**src/rtl/lv_reg_rd_arb_pkg.sv**
```systemverilog
// Shared types and default constants for the low-voltage register-file read arbiter.
package lv_reg_rd_arb_pkg;

  localparam int unsigned DEF_REG_AW    = 7;
  localparam int unsigned DEF_REG_DW    = 8;
  localparam int unsigned DEF_REG_CRC_W = 8;
  localparam int unsigned DEF_RD_TMO    = 16;
  localparam int unsigned DEF_STARVE_TH = 4;

  localparam int unsigned N_REQ    = 3;
  localparam int unsigned IDX_SPI  = 0;
  localparam int unsigned IDX_BIST = 1;
  localparam int unsigned IDX_WDG  = 2;

  typedef enum logic [1:0] {
    ST_IDLE  = 2'd0,
    ST_ISSUE = 2'd1,
    ST_WAIT  = 2'd2,
    ST_RESP  = 2'd3
  } arb_state_e;

  typedef enum logic [1:0] {
    REQ_SPI  = 2'd0,
    REQ_BIST = 2'd1,
    REQ_WDG  = 2'd2
  } req_id_e;

  function automatic logic [N_REQ-1:0] id_to_oh(input req_id_e id);
    logic [N_REQ-1:0] oh;
    oh = '0;
    case (id)
      REQ_SPI:  oh[IDX_SPI]  = 1'b1;
      REQ_BIST: oh[IDX_BIST] = 1'b1;
      REQ_WDG:  oh[IDX_WDG]  = 1'b1;
      default:  oh = '0;
    endcase
    return oh;
  endfunction

  // Grant vectors are one-hot, so the last set bit identifies the winner.
  function automatic req_id_e oh_to_id(input logic [N_REQ-1:0] oh);
    req_id_e id;
    id = REQ_SPI;
    if (oh[IDX_BIST]) id = REQ_BIST;
    if (oh[IDX_WDG])  id = REQ_WDG;
    return id;
  endfunction

endpackage

```
**src/rtl/lv_pri_arb.sv**
```systemverilog
// Combinational fixed-priority pick (SPI > BIST > WDG) with per-requester mask
// and a promote input that lets a pending WDG beat everything.
module lv_pri_arb
  import lv_reg_rd_arb_pkg::*;
(
  input  logic [N_REQ-1:0] i_req,
  input  logic [N_REQ-1:0] i_mask,
  input  logic             i_promote,
  output logic [N_REQ-1:0] o_gnt_c
);

  logic [N_REQ-1:0] elig;

  always_comb begin
    elig    = i_req & ~i_mask;
    o_gnt_c = '0;
    if (i_promote && elig[IDX_WDG]) begin
      o_gnt_c[IDX_WDG] = 1'b1;
    end else if (elig[IDX_SPI]) begin
      o_gnt_c[IDX_SPI] = 1'b1;
    end else if (elig[IDX_BIST]) begin
      o_gnt_c[IDX_BIST] = 1'b1;
    end else if (elig[IDX_WDG]) begin
      o_gnt_c[IDX_WDG] = 1'b1;
    end
  end

endmodule

```
**src/rtl/lv_reg_rd_arb.sv**
```systemverilog
// Serialises SPI / BIST / WDG reads onto the LV register file's single read port
// and returns data, CRC and a timeout flag on a shared response bus.
module lv_reg_rd_arb
  import lv_reg_rd_arb_pkg::*;
#(
  parameter int unsigned REG_AW    = DEF_REG_AW,
  parameter int unsigned REG_DW    = DEF_REG_DW,
  parameter int unsigned REG_CRC_W = DEF_REG_CRC_W,
  parameter int unsigned RD_TMO    = DEF_RD_TMO,
  parameter int unsigned STARVE_TH = DEF_STARVE_TH
) (
  input  logic                 i_clk,
  input  logic                 i_rst_n,
  input  logic                 i_spi_rd_req,
  input  logic                 i_bist_rd_req,
  input  logic                 i_wdg_rd_req,
  input  logic [REG_AW-1:0]    i_spi_rd_addr,
  input  logic [REG_AW-1:0]    i_bist_rd_addr,
  input  logic [REG_AW-1:0]    i_wdg_rd_addr,
  output logic                 o_spi_rd_ack,
  output logic                 o_bist_rd_ack,
  output logic                 o_wdg_rd_ack,
  output logic [REG_DW-1:0]    o_rd_data,
  output logic [REG_CRC_W-1:0] o_rd_crc,
  output logic                 o_rd_err,
  output logic                 o_reg_rd_en,
  output logic [REG_AW-1:0]    o_reg_rd_addr,
  input  logic                 i_reg_rd_vld,
  input  logic [REG_DW-1:0]    i_reg_rd_data,
  input  logic [REG_CRC_W-1:0] i_reg_rd_crc,
  output logic                 o_arb_busy
);

  localparam int unsigned TMO_W = (RD_TMO > 1) ? $clog2(RD_TMO) : 1;
  localparam int unsigned STV_W = $clog2(STARVE_TH + 1);
  localparam logic [TMO_W-1:0] TMO_LAST = TMO_W'(RD_TMO - 1);
  localparam logic [STV_W-1:0] STV_MAX  = STV_W'(STARVE_TH);

  arb_state_e           state_q, state_d;
  req_id_e              gnt_id_q, gnt_id_d;
  logic [REG_AW-1:0]    addr_q, addr_d;
  logic [TMO_W-1:0]     tmo_cnt_q, tmo_cnt_d;
  logic [STV_W-1:0]     starve_q, starve_d;
  logic [N_REQ-1:0]     mask_q, mask_d;
  logic [N_REQ-1:0]     ack_q, ack_d;
  logic [REG_DW-1:0]    data_q, data_d;
  logic [REG_CRC_W-1:0] crc_q, crc_d;
  logic                 err_q, err_d;
  logic                 rd_en_q, rd_en_d;
  logic                 busy_q, busy_d;

  logic [N_REQ-1:0]     req_c, gnt_c;
  logic                 promote_c, win_c, wdg_pend_c, tmo_hit_c;

  assign req_c      = {i_wdg_rd_req, i_bist_rd_req, i_spi_rd_req};
  assign promote_c  = (starve_q == STV_MAX);
  assign win_c      = |gnt_c;
  assign wdg_pend_c = i_wdg_rd_req & ~mask_q[IDX_WDG];
  assign tmo_hit_c  = (tmo_cnt_q == TMO_LAST);

  lv_pri_arb u_pri_arb (
    .i_req     (req_c),
    .i_mask    (mask_q),
    .i_promote (promote_c),
    .o_gnt_c   (gnt_c)
  );

  always_ff @(posedge i_clk or negedge i_rst_n) begin
    if (!i_rst_n) state_q <= ST_IDLE;
    else          state_q <= state_d;
  end

  always_comb begin
    state_d = state_q;
    case (state_q)
      ST_IDLE:  if (win_c) state_d = ST_ISSUE;
      ST_ISSUE: state_d = ST_WAIT;
      ST_WAIT:  if (i_reg_rd_vld || tmo_hit_c) state_d = ST_RESP;
      ST_RESP:  state_d = ST_IDLE;
      default:  state_d = ST_IDLE;
    endcase
  end

  // Datapath and registered outputs; strobes are derived from the next state.
  always_comb begin
    gnt_id_d  = gnt_id_q;
    addr_d    = addr_q;
    tmo_cnt_d = '0;
    starve_d  = starve_q;
    data_d    = data_q;
    crc_d     = crc_q;
    err_d     = err_q;

    if (state_q == ST_IDLE && win_c) begin
      gnt_id_d = oh_to_id(gnt_c);
      if (gnt_c[IDX_WDG])       addr_d = i_wdg_rd_addr;
      else if (gnt_c[IDX_BIST]) addr_d = i_bist_rd_addr;
      else                      addr_d = i_spi_rd_addr;
    end

    if (state_q == ST_IDLE) begin
      if (!wdg_pend_c || gnt_c[IDX_WDG]) begin
        starve_d = '0;
      end else if (win_c && (starve_q != STV_MAX)) begin
        starve_d = starve_q + STV_W'(1);
      end
    end

    if (state_q == ST_WAIT) begin
      if (!tmo_hit_c) tmo_cnt_d = tmo_cnt_q + TMO_W'(1);
      // A return on the last timeout cycle still counts as a good read.
      if (i_reg_rd_vld) begin
        data_d = i_reg_rd_data;
        crc_d  = i_reg_rd_crc;
        err_d  = 1'b0;
      end else if (tmo_hit_c) begin
        data_d = '0;
        crc_d  = '0;
        err_d  = 1'b1;
      end
    end

    rd_en_d = (state_d == ST_ISSUE);
    busy_d  = (state_d != ST_IDLE);
    ack_d   = (state_d == ST_RESP) ? id_to_oh(gnt_id_q) : '0;
    mask_d  = (state_q == ST_RESP) ? id_to_oh(gnt_id_q) : '0;
  end

  always_ff @(posedge i_clk or negedge i_rst_n) begin
    if (!i_rst_n) begin
      gnt_id_q  <= REQ_SPI;
      addr_q    <= '0;
      tmo_cnt_q <= '0;
      starve_q  <= '0;
      mask_q    <= '0;
      ack_q     <= '0;
      data_q    <= '0;
      crc_q     <= '0;
      err_q     <= 1'b0;
      rd_en_q   <= 1'b0;
      busy_q    <= 1'b0;
    end else begin
      gnt_id_q  <= gnt_id_d;
      addr_q    <= addr_d;
      tmo_cnt_q <= tmo_cnt_d;
      starve_q  <= starve_d;
      mask_q    <= mask_d;
      ack_q     <= ack_d;
      data_q    <= data_d;
      crc_q     <= crc_d;
      err_q     <= err_d;
      rd_en_q   <= rd_en_d;
      busy_q    <= busy_d;
    end
  end

  assign o_spi_rd_ack  = ack_q[IDX_SPI];
  assign o_bist_rd_ack = ack_q[IDX_BIST];
  assign o_wdg_rd_ack  = ack_q[IDX_WDG];
  assign o_rd_data     = data_q;
  assign o_rd_crc      = crc_q;
  assign o_rd_err      = err_q;
  assign o_reg_rd_en   = rd_en_q;
  assign o_reg_rd_addr = addr_q;
  assign o_arb_busy    = busy_q;

endmodule
```
**config.mk**
```make
export PLATFORM = sky130hd
export DESIGN_NAME = lv_reg_rd_arb
export DESIGN_NICKNAME = d
export VERILOG_FILES = /design/src/rtl/lv_reg_rd_arb_pkg.sv /design/src/rtl/lv_pri_arb.sv /design/src/rtl/lv_reg_rd_arb.sv
export SDC_FILE = /design/constraint.sdc
export NUM_CORES = 1
export LEC_CHECK = 0
export CAP_MARGIN = 40
export CORE_MARGIN = 2
export CORE_UTILIZATION = 35
export DETAILED_ROUTE_END_ITERATION = 8
export GPL_TIMING_DRIVEN = 1
export PLACE_DENSITY_LB_ADDON = 0.3
export SLEW_MARGIN = 20
export SYNTH_ARGS = -nofsm -noshare
export SYNTH_HDL_FRONTEND = slang
export SYNTH_SLANG_ARGS = --single-unit
```
**constraint.sdc**
```tcl
create_clock -name i_clk -period 4.91 [get_ports i_clk]
set_input_delay 0.982 -clock i_clk [delete_from_list [all_inputs] [get_ports i_clk]]
set_output_delay 0.982 -clock i_clk [all_outputs]
set_load 0.01 [all_outputs]
```
======== Yosys cells after proc, flatten, opt, wreduce, memory -nomap -nowiden ========
Index checks and enable logic that the tools add are counted.
word-level totals
  register bits after elaboration ......... 43
  output and inout port bits .............. 29
operators by class
  mux-type cells .......................... 28
  equality and inequality tests ........... 10
  bitwise gates (word level) .............. 4
  $add $sub $neg .......................... 2
  reduce and logical (&&, ||, !) cells .... 14
operator list
  cell                                                 count
  two-way mux 8 bit                                    3
  two-way mux 7 bit                                    2
  two-way mux 3 bit                                    4
  two-way mux 1 bit                                    11
  two-way mux 2 bit                                    5
  equality test 2 bit, second input constant           4
  two-way mux 4 bit                                    2
  case mux 2 bit (4 select lines)                      1
  equality test 2 x 1 -> 1 bit, second input constant  3
  nonzero test 2 bit                                   3
  adder 4 x 1 -> 4 bit, second input constant          1
  equality test 4 bit, second input constant           1
  logical NOT 2 bit                                    2
  AND reduction 2 bit                                  2
  adder 3 x 1 -> 3 bit, second input constant          1
  AND 3 bit                                            1
  equality test 3 bit, second input constant           1
  logical AND 1 bit                                    3
  != test 3 bit, second input constant                 1
  inverter 3 bit                                       1
  OR reduction 3 bit                                   1
  logical OR 1 bit                                     2
  AND 1 bit                                            1
  logical NOT 1 bit                                    1
  inverter 1 bit                                       1

======== Longest topological paths before layout ========
  depth after elaboration ................. 11
  mapped depth ............................ 6

======== Cells and area by module ========
From an unflattened synthesis, not the netlist that was laid out.
unflattened totals
  cell total of the unflattened synthesis .. 163
  area total of the unflattened synthesis .. 1955.6 µm²
modules (own cells, without submodules)
  module         area an instance (µm²)  sequential area each (µm²)  times used  cells an instance
  lv_reg_rd_arb  1900.6                  1076.0                      1           156
  lv_pri_arb     55.1                    0.0                         1           7

======== Worst setup path after synthesis ========
OpenSTA, ideal clock, no wires.
  path kind ............................... input port to flip-flop
  from .................................... in i_wdg_rd_req
  to ...................................... reg ack_q[0]
  cell stages on the path ................. 4
  buffers on the path ..................... 0
  library setup time ...................... 0.094 ns
  data arrival time ....................... 1.894 ns
  slack ................................... 2.922 ns
  cell sequence ........................... nor2b_1 nor4_1 a211o_4 nor4b_4
on the way
  cells in the longest elaborated chain, start to end .. 10
  elaborated cells on any way between the ends .. 12
  those cells by class .................... eq/ne (1); mux (8); bitwise (1); reduce/logical (2)
ends and longest elaborated chain
  what                                 line                  text
  start: declaration                   lv_reg_rd_arb.sv:16   input logic i_wdg_rd_req,
  AND 3 bit (*)                        lv_pri_arb.sv:15      elig = i_req & ~i_mask;
  two-way mux 1 bit                    lv_pri_arb.sv:23      end else if (elig[IDX_WDG]) begin
  two-way mux 1 bit                    lv_pri_arb.sv:21      end else if (elig[IDX_BIST]) begin
  two-way mux 2 bit                    lv_pri_arb.sv:19      end else if (elig[IDX_SPI]) begin
  two-way mux 1 bit                    lv_pri_arb.sv:17      if (i_promote && elig[IDX_WDG]) begin
  OR reduction 3 bit (*)               lv_reg_rd_arb.sv:57   assign win_c = |gnt_c;
  two-way mux 2 bit (*)                lv_reg_rd_arb.sv:76   ST_IDLE: if (win_c) state_d = ST_ISSUE;
  case mux 2 bit (4 select lines) (*)  lv_reg_rd_arb.sv:75   case (state_q)
  equality test 2 bit (*)              lv_reg_rd_arb.sv:125  ack_d = (state_d == ST_RESP) ? id_to_oh(gnt_id_q) : '0;
  two-way mux 3 bit (*)                lv_reg_rd_arb.sv:125
  named net ack_d[0]                   lv_reg_rd_arb.sv:45   logic [N_REQ-1:0] ack_q, ack_d;
  end signal: assignment               lv_reg_rd_arb.sv:148  ack_q <= ack_d;
  end: declaration                     lv_reg_rd_arb.sv:45
The timed path passes the listed nets; every way through them passes the cells marked *.
A chain may end at the register's enable or synchronous reset.

======== Final worst setup path ========
  from .................................... in i_bist_rd_req
  to ...................................... reg addr_q[1], in the netlist o_reg_rd_addr[1]
on the way
  cells in the longest elaborated chain, start to end .. 6
  elaborated cells on any way between the ends .. 10
  those cells by class .................... mux (7); bitwise (1); reduce/logical (2)
ends and longest elaborated chain
  what                                                     line                                      text
  start: declaration                                       lv_reg_rd_arb.sv:15                       input logic i_bist_rd_req,
  AND 3 bit (*)                                            lv_pri_arb.sv:15
  two-way mux 1 bit                                        lv_pri_arb.sv:21
  two-way mux 2 bit (*)                                    lv_pri_arb.sv:19
  two-way mux 2 bit or two-way mux 1 bit (tied branches)   lv_pri_arb.sv:17
  two-way mux 7 bit or OR reduction 3 bit (tied branches)  lv_reg_rd_arb.sv:97, lv_reg_rd_arb.sv:57
  two-way mux 7 bit or logical AND 1 bit (tied branches)   lv_reg_rd_arb.sv:96, lv_reg_rd_arb.sv:94
  end signal: assignment                                   lv_reg_rd_arb.sv:144                      addr_q <= addr_d;
  end: declaration                                         lv_reg_rd_arb.sv:41                       logic [REG_AW-1:0] addr_q, addr_d;
Mark *: on every way between the ends. The rest lies on a longest branch, timed or not.

==> summary.txt <==
Pwr
  • Register share of total power: 0.386
  • Static leakage: 0.00123 uW
  • P_int: 989 uW
  • Total chip power: 1520 uW
  • Psw: 532 uW
  • Clk pwr share: 0.144
  • Power density cells: 546 mW/mm2
  • Combinational share of power: 0.471
  • Max VDD drop: 279 uV
  • Switching share of power: 0.350

Floorplanning
  • Rows: 26
  • Die X: 78.1 um
  • Die Span Y: 78.1 um
  • Total die area: 0.00610 mm2
  • IO Count: 72
  • Starting Density: 0.369
  • Core Region: 0.00520 mm2

Drt
  • Vias per cell: 5.16
  • Starting DRT DRC Count: 68
  • DRC: 0
  • Routed via count: 1,573
  • Final WL: 4670 um
  • Routed Antenna Nets: 0
  • DR WL/cell: 15.3 um
  • 1st-pass router iterations: 4

Worst hold path
  • Worst Hold Depth: 1
  • Hold Crit Start: tmo_cnt_q[0]
  • Hold WC Path Type: reg -> reg
  • Worst Hold Path EP: tmo_cnt_q[0]

STA
  • Final Cycle Share: 0.483
  • Relative slew slack: 0.579
  • Maximum clock rate: 422 MHz
  • Worst-Margin Slew: 0.628 ns
  • Final hold violations: 0
  • # setup viols final: 0
  • Max Slew Vio Count: 0
  • Setup TNS: 0 ns
  • Worst clock skew: 0.00532 ns
  • RSZ-0062 raised after global routing: no
  • Final Critical Period: 2.37 ns
  • Setup WS post-layout: 2.54 ns

Logic synthesis
  • Cell Area, Synth: 0.00192 mm2
  • Synthesized flop and latch total: 43
  • Synthesized area per cell: 11.9 um2
  • Sequential share of the synthesized area: 0.560
  • Synth Warn #: 0
  • Cell count after synthesis: 162
  • Mapped Nets: 212
  • Cell variety after synth: 39

Critical path
  • Reg2reg start: state_q[0]
  • R2R depth: 5
  • Startpoint Class: primary input
  • CP arrival: 2.60 ns
  • R2R setup slack: 3.08 ns
  • Capturing element type of the critical path: register
  • Crit-path max FO: 13
  • Crit path largest cell delay: 0.61 ns
  • Reg2Reg Capture Point: ack_q[0]
  • Crit-path cells: clkdlybuf4s50_1 > and2b_1 > o31ai_2 > a221o_1
  • Worst EP required: 5.14 ns
  • Slowest CP cell: o31ai_2
  • Critical path type: in -> reg

Final layout
  • Diode count: 0
  • Share of post-route cells with drive strength above 1: 0.0766
  • Post-Layout Cell Count: 305
  • Number of nets in the layout: 284
  • Commonest non-fill, non-tap cells in the layout: clkdlybuf4s50_1, dfrtp_1, a22o_1, a21oi_1, nand3_1
  • Layout area overhead: 44.9%
  • Commonest non-fill, non-tap cell in the layout: clkdlybuf4s50_1

Clock network
  • CTS clock-pin slew for the worst setup and hold paths: 0.08 ns
  • Total CTS buffers: 5
  • Clk buf depth: 2
  • Root Buffer: clkbuf_8
  • CTS tree: built
  • Post-CTS sizing: 0
  • CTS sink cnt: 43
  • Clock Latency Late Sink: 0.29 ns
  • H-tree depth: 2
  • Post-CTS Hold Fix Bufs: 0
  • Postcts setup bufs: 0

Run
  • Max Cap Violations: 0

Global routing
  • Largest net degree at the start of global routing: 26
  • Grt ovf: 0
  • Vias in the first global route: 1,576
  • Initial antenna violation count: 0
  • Total GRT Usage: 0.160
  • First-pass GRT wire length: 7710 um

Placement
  • Detailed Place HPWL: 3460 um
  • Placed insts: 297
  • Setup WS pre-CTS: 2.23 ns
  • GPL Wtd Cong: 0.783
  • Port bufs: 71

Run status
  • Status: finished, final reports clean
layout make-up:
cell class | count | area (um2)
Clock inverter | 2 | 12.5
Timing Repair Buffer | 72 | 726
Sequential cell | 43 | 1080
Multi-Input combinational cell | 106 | 790
Clock buffer | 6 | 72.6
Tap cell | 70 | 87.6
Fill cell | 486 | 2420
Inverter | 6 | 22.5
state kept, by name, indices dropped and copies added (netlist names):
name           flops
tmo_cnt_q          4
mask_q             3
state_q            2
starve_q           3
gnt_id_q           2
o_rd_data          8
ack_q              3
o_rd_crc           8
o_arb_busy         1
o_reg_rd_addr      7
o_rd_err           1
o_reg_rd_en        1
synth_stat cells, drive strengths merged:
| cell type | number | area share |
|---|---|---|
| xor2 | 1 | 0.0046 |
| nor4 | 1 | 0.0033 |
| o22ai | 1 | 0.0033 |
| ha | 7 | 0.046 |
| a211o | 2 | 0.014 |
| a22o | 16 | 0.073 |
| a21o | 1 | 0.0039 |
| nand2b | 5 | 0.016 |
| a21oi | 11 | 0.029 |
| nor3b | 3 | 0.012 |
| nor4b | 2 | 0.017 |
| nor2b | 1 | 0.0033 |
| o41ai | 1 | 0.0046 |
| nor2 | 7 | 0.014 |
| o21ai | 8 | 0.027 |
| nand2 | 8 | 0.016 |
| o221a | 1 | 0.0059 |
| and2b | 2 | 0.0085 |
| o2111ai | 1 | 0.0046 |
| clkbuf | 2 | 0.0039 |
| inv | 6 | 0.012 |
| a221o | 6 | 0.031 |
| dfrtp | 43 | 0.56 |
| mux2 | 1 | 0.0059 |
| o211ai | 1 | 0.0039 |
| nor3 | 1 | 0.0026 |
| o31ai | 1 | 0.0065 |
| nand3 | 9 | 0.023 |
| and3 | 3 | 0.012 |
| a21boi | 1 | 0.0039 |
| and2 | 3 | 0.0098 |
| buf | 5 | 0.014 |
| o221ai | 1 | 0.0078 |
layer usage:
metal	track usage	routed length, um	up-vias
met4	0.0526	50	0
met3	0.0402	343	5
met2	0.259	2240	59
met5	0	0	-
met1	0.211	2030	763
li1	-	-	746
power groups by stage:
stage	sequential [uW]	clock, uW	combinational (uW)
2_1_floorplan	627	0	351
3_3_place_gp	587	0	708
3_5_place_dp	591	0	719
4_1_cts	587	228	724
5_1_grt	611	245	787
6_report	586	218	716
worst max-delay path by stage:
| stage | start | to | slack, ns | cells after the start |
|---|---|---|---|---|
| 3_5_place_dp | i_bist_rd_req | ack_q[0] | 2.23 | 5 |
| 5_1_grt | i_bist_rd_req | gnt_id_q[0] | 2.40 | 5 |
| 2_1_floorplan | i_wdg_rd_req | ack_q[0] | 2.92 | 4 |
| 4_1_cts | i_bist_rd_req | o_reg_rd_addr[1] | 2.55 | 4 |
| 3_3_place_gp | i_bist_rd_req | o_reg_rd_addr[6] | 2.28 | 4 |
| 6_report | i_bist_rd_req | o_reg_rd_addr[1] | 2.54 | 4 |
critical path: cells and delay by family:
family                 cells  cell delay [ns]
buffers and inverters      1             0.43
AND/OR/NAND/NOR            1             0.32
AO/OA/AOI/OAI              2             0.87
stage by stage:
step	utilization	hold WS, ns	area (um2)
3_5_place_dp	0.519	0.475	2700
4_1_cts	0.535	0.487	2790
2_1_floorplan	-	0.450	1920
6_report	0.535	0.485	2790
3_3_place_gp	0.515	0.473	2680
5_1_grt	0.535	0.532	2790
cell families after synthesis:
kind of cell	synth area share
compound gates	0.217
xor+xnor	0.00456
fa+ha+maj	0.0455
buf+inv	0.0299
flops	0.560
mux	0.00586
simple gates	0.137
(Power assumes the default switching activity.)
